[src/rtl/mux_pkg.sv]
// Shared definitions for the pipelined N:1 lane multiplexer and its dataset benches.
// Latency: n/a (types, constants and a pure next-state helper only).
// Backpressure: n/a.
//
// Contents:
//   DEF_NUM_IN / DEF_DATA_W / DEF_CNT_W  default geometry of the mux
//   occ_t                                output buffer occupancy (EMPTY, ONE, FULL)
//   occ_next()                           occupancy transition for one clock edge
package mux_pkg;

  localparam int DEF_NUM_IN = 8;
  localparam int DEF_DATA_W = 1;
  localparam int DEF_CNT_W  = 17;

  // Number of beats held in the 2-entry output buffer.
  typedef enum logic [1:0] {
    EMPTY = 2'd0,
    ONE   = 2'd1,
    FULL  = 2'd2
  } occ_t;

  // Occupancy after one edge given this cycle's push and pop.
  // In EMPTY no pop is possible, in FULL no push is possible, so those
  // inputs are simply ignored in those states.
  function automatic occ_t occ_next(input occ_t cur, input logic push, input logic pop);
    occ_t nxt;
    nxt = cur;
    case (cur)
      EMPTY: begin
        if (push) nxt = ONE;
      end
      ONE: begin
        if (push && !pop)      nxt = FULL;
        else if (pop && !push) nxt = EMPTY;
        else                   nxt = ONE;
      end
      FULL: begin
        if (pop) nxt = ONE;
      end
      default: nxt = EMPTY;
    endcase
    return nxt;
  endfunction

endpackage

[src/rtl/mux_sel_comb.sv]
// Combinational NUM_IN:1 lane select with select range check.
// Latency: 0 cycles (pure combinational).
// Backpressure: none; output follows inputs every cycle.
//
// Ports:
//   lanes  in   NUM_IN*DATA_W  lane i = lanes[i*DATA_W +: DATA_W]
//   sel    in   SEL_W          lane index
//   data   out  DATA_W         selected lane, 0 when sel is out of range
//   err    out  1              sel >= NUM_IN
module mux_sel_comb
  import mux_pkg::*;
#(
  parameter int NUM_IN = DEF_NUM_IN,
  parameter int DATA_W = DEF_DATA_W,
  parameter int SEL_W  = $clog2(NUM_IN)
) (
  input  logic [NUM_IN*DATA_W-1:0] lanes,
  input  logic [SEL_W-1:0]         sel,
  output logic [DATA_W-1:0]        data,
  output logic                     err
);

  // A code that matches no lane index is exactly an out-of-range code, so
  // the range check falls out of the same compare loop. Only the matching
  // lane is ever routed, so unused lanes never reach the output.
  always_comb begin
    data = '0;
    err  = 1'b1;
    for (int i = 0; i < NUM_IN; i++) begin
      if (sel == SEL_W'(i)) begin
        data = lanes[i*DATA_W +: DATA_W];
        err  = 1'b0;
      end
    end
  end

endmodule

[src/rtl/pipe_mux_n.sv]
// Registered N:1 lane mux with valid/ready on both sides, 2-entry output buffer and beat counter.
// Latency: beat accepted at edge k is on out_* from edge k; 1 beat/cycle with out_ready held high.
// Backpressure: in_ready drops only when both entries are full; derived from registered state only.
//
// Ports:
//   clock, reset                    rising-edge clock, synchronous active-high reset
//   in_valid/in_ready               upstream handshake; in_data (lane vector) and in_sel ride with it
//   out_valid/out_ready             downstream handshake; out_data/out_sel/out_err ride with it
//   cnt_clr                         synchronous clear of beat_cnt (wins over a same-cycle pop)
//   beat_cnt                        wrapping count of output handshakes
module pipe_mux_n
  import mux_pkg::*;
#(
  parameter int NUM_IN = DEF_NUM_IN,
  parameter int DATA_W = DEF_DATA_W,
  parameter int SEL_W  = $clog2(NUM_IN),
  parameter int CNT_W  = DEF_CNT_W
) (
  input  logic                     clock,
  input  logic                     reset,
  input  logic                     in_valid,
  output logic                     in_ready,
  input  logic [NUM_IN*DATA_W-1:0] in_data,
  input  logic [SEL_W-1:0]         in_sel,
  output logic                     out_valid,
  input  logic                     out_ready,
  output logic [DATA_W-1:0]        out_data,
  output logic [SEL_W-1:0]         out_sel,
  output logic                     out_err,
  input  logic                     cnt_clr,
  output logic [CNT_W-1:0]         beat_cnt
);

  occ_t              state;
  occ_t              state_nxt;
  logic              push;
  logic              pop;
  logic              valid_q;

  // Lane chosen before storage: only DATA_W bits per entry are kept.
  logic [DATA_W-1:0] sel_data;
  logic              sel_err;

  // head is what the outputs present; tail is the second-oldest beat.
  logic [DATA_W-1:0] head_data;
  logic [SEL_W-1:0]  head_sel;
  logic              head_err;
  logic [DATA_W-1:0] tail_data;
  logic [SEL_W-1:0]  tail_sel;
  logic              tail_err;

  logic [CNT_W-1:0]  cnt_q;

  mux_sel_comb #(
    .NUM_IN (NUM_IN),
    .DATA_W (DATA_W),
    .SEL_W  (SEL_W)
  ) u_sel (
    .lanes (in_data),
    .sel   (in_sel),
    .data  (sel_data),
    .err   (sel_err)
  );

  // No path from out_ready: a FULL buffer refuses even if a pop is happening
  // this cycle, which keeps the upstream ready timing purely registered.
  assign in_ready  = !reset && (state != FULL);
  assign push      = in_valid && in_ready;
  assign pop       = valid_q && out_ready;
  assign state_nxt = occ_next(state, push, pop);

  always_ff @(posedge clock) begin
    if (reset) begin
      state     <= EMPTY;
      valid_q   <= 1'b0;
      head_data <= '0;
      head_sel  <= '0;
      head_err  <= 1'b0;
      tail_data <= '0;
      tail_sel  <= '0;
      tail_err  <= 1'b0;
      cnt_q     <= '0;
    end else begin
      state   <= state_nxt;
      valid_q <= (state_nxt != EMPTY);

      // New beat goes straight to head when head is free now or is being
      // drained at this edge (ONE with push & pop); otherwise the tail
      // advances into head on a pop from FULL.
      if (push && ((state == EMPTY) || ((state == ONE) && pop))) begin
        head_data <= sel_data;
        head_sel  <= in_sel;
        head_err  <= sel_err;
      end else if (pop && (state == FULL)) begin
        head_data <= tail_data;
        head_sel  <= tail_sel;
        head_err  <= tail_err;
      end

      if (push && (state == ONE) && !pop) begin
        tail_data <= sel_data;
        tail_sel  <= in_sel;
        tail_err  <= sel_err;
      end

      // Clear has priority, so a beat popped in the clear cycle is not counted.
      if (cnt_clr) begin
        cnt_q <= '0;
      end else if (pop) begin
        cnt_q <= cnt_q + CNT_W'(1);
      end
    end
  end

  assign out_valid = valid_q;
  assign out_data  = head_data;
  assign out_sel   = head_sel;
  assign out_err   = head_err;
  assign beat_cnt  = cnt_q;

endmodule

[config.mk]
export PLATFORM = sky130hd
export DESIGN_NAME = pipe_mux_n
export DESIGN_NICKNAME = d
export VERILOG_FILES = /design/src/rtl/mux_pkg.sv /design/src/rtl/mux_sel_comb.sv /design/src/rtl/pipe_mux_n.sv
export SDC_FILE = /design/constraint.sdc
export NUM_CORES = 1
export LEC_CHECK = 0
export BUFFER_PORTS_ARGS = -buffer_cell sky130_fd_sc_hd__buf_4
export CAP_MARGIN = 10
export CELL_PAD_IN_SITES_DETAIL_PLACEMENT = 1
export CELL_PAD_IN_SITES_GLOBAL_PLACEMENT = 2
export CORE_MARGIN = 2
export CORE_UTILIZATION = 30
export CTS_CLUSTER_DIAMETER = 40
export CTS_CLUSTER_SIZE = 20
export DETAILED_ROUTE_END_ITERATION = 7
export HOLD_SLACK_MARGIN = 0.15
export PLACE_DENSITY_LB_ADDON = 0.1
export SETUP_SLACK_MARGIN = 0.5
export SLEW_MARGIN = 20
export SYNTH_ARGS = -nofsm -noshare
export SYNTH_HDL_FRONTEND = slang
export SYNTH_SLANG_ARGS = --single-unit
[constraint.sdc]
create_clock -name clock -period 1.8 [get_ports clock]
set_clock_uncertainty 0.05 [all_clocks]
set_input_delay 0.18 -clock clock [delete_from_list [all_inputs] [get_ports clock]]
set_output_delay 0.18 -clock clock [all_outputs]
set_load 0.02 [all_outputs]
==> out/metrics.csv <==
metric,value,unit
wire_per_inst,15.7,microns
synth_ff_type,dfxtp_1,
grt_pass1_vias,1505,
syn2layout_area_growth,64.0,%
syn_nets,179,
nets,248,
track_usage,0.182,
htreeDepth,2,
diodes,0,
wl,4490,microns
start_util,0.307,
yosys_register_bits,30,
io_buffer_count,39,
p_seq_frac,0.480,
num_vias,1429,
critical_path.startpoint,out_valid,
yosysTopAreaCell,dfxtp_1,
synthCells,161,
worstHoldEndpoint,out_valid,
grt_overflow,0,
ys_seq_area_frac,0.419,
switching_share,0.268,
grt_max_degree,18,
rsz0062_at_grt,true,
grt_pass1_wl,7350,microns
die_area,0.00534,sq mm
boundaryPins,40,
worstHoldStart,in_valid,
finalSetupViolations,0,
fp.coreArea,0.00466,sq mm
clockBufferDepth,2,
tightest_slew,0.395,ns
outcome,"finished, final reports clean",
cts_buffers,5,
cts_tree,built,
die_h,73.1,microns
power.density,603,mW/mm^2
nFillCells,525,
place_hpwl,2950,microns
avgSynthCellArea,8.90,sq um
crit_fanout,5,
rr_endpoint,beat_cnt[16],
rows,25,
synthDistinctLibCells,44,
synth_warnings,0,
fin_setup_tns,0,ns
netlist_area,0.00143,sq mm
viasPerCell,5.01,
grt.met2_usage,0.340,
cellLeakagePower,0.958,nW
drt_iter0_markers,40,
ir_worst_vdd,497,uV
ff2ff_path_depth,4,
async_flop_share,0,
r2r_start,out_valid,
holdWs,0.152,ns
drv_slew,0,
yosys.area.top_type_share,0.419,
max_clock_freq,663,MHz
multi_input_area,0.00101,sq mm
antenna_found_initial,0,
max-slew-margin-rel,0.737,
synth_edf_count,0,
root_buffer,clkbuf_8,
crit_path_start_kind,register,
hold_depth,3,
period_minus_slack,1.51,ns
pwr-share-clk,0.366,
path_clk_slew,0.07,ns
drc,0,
clk_latency,0.29,ns
hp-class,in -> reg,
ys_top_cells_by_area,"dfxtp_1 42%, mux2i_1 7.0%, nor2_1 6.6%, xnor2_1 4.3%, nand2_1 2.9%",
grt.busiest_layer,met2,
endpoint_kind,register,
use_met3,0.0345,
finalCritPeriodShare,0.838,
worstPathRequired,1.97,ns
gp_congestion,0.750,
internal_power,1.04,mW
p_comb_frac,0.155,
chipWidth,73.1,microns
p_switching,0.380,mW
arrival,1.68,ns
drv_cap,0,
path_class,reg -> reg,
finalHoldViolations,0,
drive_above_1_share,0.545,
firstDrtPassIters,4,
met1_usage,0.198,
ff_latch_area,652,sq um
postRouteAntennaNets,0,
rrSetupSlack,0.29,ns
clock_sinks,30,
[worst max path at each step]
stage / to / cells past startpoint
final: beat_cnt[16] / 4
after CTS: beat_cnt[16] / 4
after global placement: out_data / 5
after floorplan: beat_cnt[15] / 4
after detailed placement: out_data / 5
after global routing: beat_cnt[16] / 4
[placed cells by master, fill, tap and decap left out, types with 4 or more instances in the layout]
cell type / instances
inv_1: 5
dfxtp_1: 15
nor2_4: 4
buf_4: 66
mux2i_1: 10
dfxtp_4: 13
a21oi_1: 6
nor2_1: 19
nand2_1: 10
xnor2_1: 7
clkbuf_8: 5
[power groups by stage]
stage                     clock [mW]  sequential [mW]  combinational (mW)
final                          0.518            0.680               0.219
after global routing           0.579            0.683               0.239
after CTS                      0.534            0.681               0.205
after detailed placement           0            0.697               0.161
after global placement             0            0.696               0.156
after floorplan                    0            0.707              0.0818
[worst max-delay path: stages, from the launching register on]
cell     delay (ns)
dfxtp_4        0.37
and4_4         0.26
nand3_4        0.09
or4_4          0.52
a21oi_2        0.15
[flip-flops by register name, indices dropped and copies added, names as in the netlist]
name / cells
out_valid: 1
out_err: 1
tail_sel: 3
out_data: 1
tail_err: 1
state: 2
beat_cnt: 17
out_sel: 3
tail_data: 1
[layer usage]
metal | share of wire | vias up | wire length, microns
met3 | 0.025 | 7 | 113
li1 | - | 708 | -
met2 | 0.58 | 20 | 2590
met4 | 0.016 | 0 | 73
met5 | 0 | - | 0
met1 | 0.38 | 694 | 1710
[cell families (layout without fill, tap and decap cells)]
| kind of cell | count (synthesis) | count (layout) | share of synthesized area |
|---|---|---|---|
| xor+xnor | 10 | 10 | 0.0611 |
| buf+inv | 12 | 82 | 0.0375 |
| flops | 30 | 30 | 0.419 |
| simple gates | 69 | 69 | 0.249 |
| fa+ha+maj | 2 | 2 | 0.0175 |
| mux | 12 | 12 | 0.0935 |
| compound gates | 26 | 26 | 0.122 |
[cells in the mapped netlist, types with 3 or more instances]
cell type / instances
a211oi_1: 4
a21oi_1: 7
clkbuf_1: 4
dfxtp_1: 30
inv_1: 5
mux2i_1: 10
nand2_1: 11
nand3_1: 5
nor2_1: 25
nor3_1: 6
o21ai_0: 3
o31ai_1: 3
or3_1: 3
or4_1: 3
xnor2_1: 7
xor2_1: 3
[final cells by class]
| cell class | count | area share |
|---|---|---|
| multi-input cells | 119 | 0.429 |
| flip-flops and latches | 30 | 0.277 |
| repair buffers | 68 | 0.220 |
| clock buffers | 5 | 0.0293 |
| well taps | 54 | 0.0288 |
| inverters | 6 | 0.0106 |
| clock inverters | 3 | 0.00479 |
[stage by stage]
stage               power, mW  cells   util  cell area, sq um  setup slack, ns
finish                   1.42    285  0.504              2350            0.292
global route             1.50    285  0.504              2350            0.253
CTS                      1.42    280  0.483              2250            0.286
detailed placement      0.858    250  0.399              1860            0.197
global placement        0.852    250  0.399              1860            0.206
floorplan               0.789    161      -              1520            0.313
[repair_timing]
action / CTS / global route
pin swaps: 11 / 11
hold endpoints to repair: 1 / 0
endpoints found under the setup margin: 23 / 22
setup buffers: 21 / 5
gates resized for setup: 34 / 13
hold buffers: 1 / 0
Power figures use the tool's default switching activity.
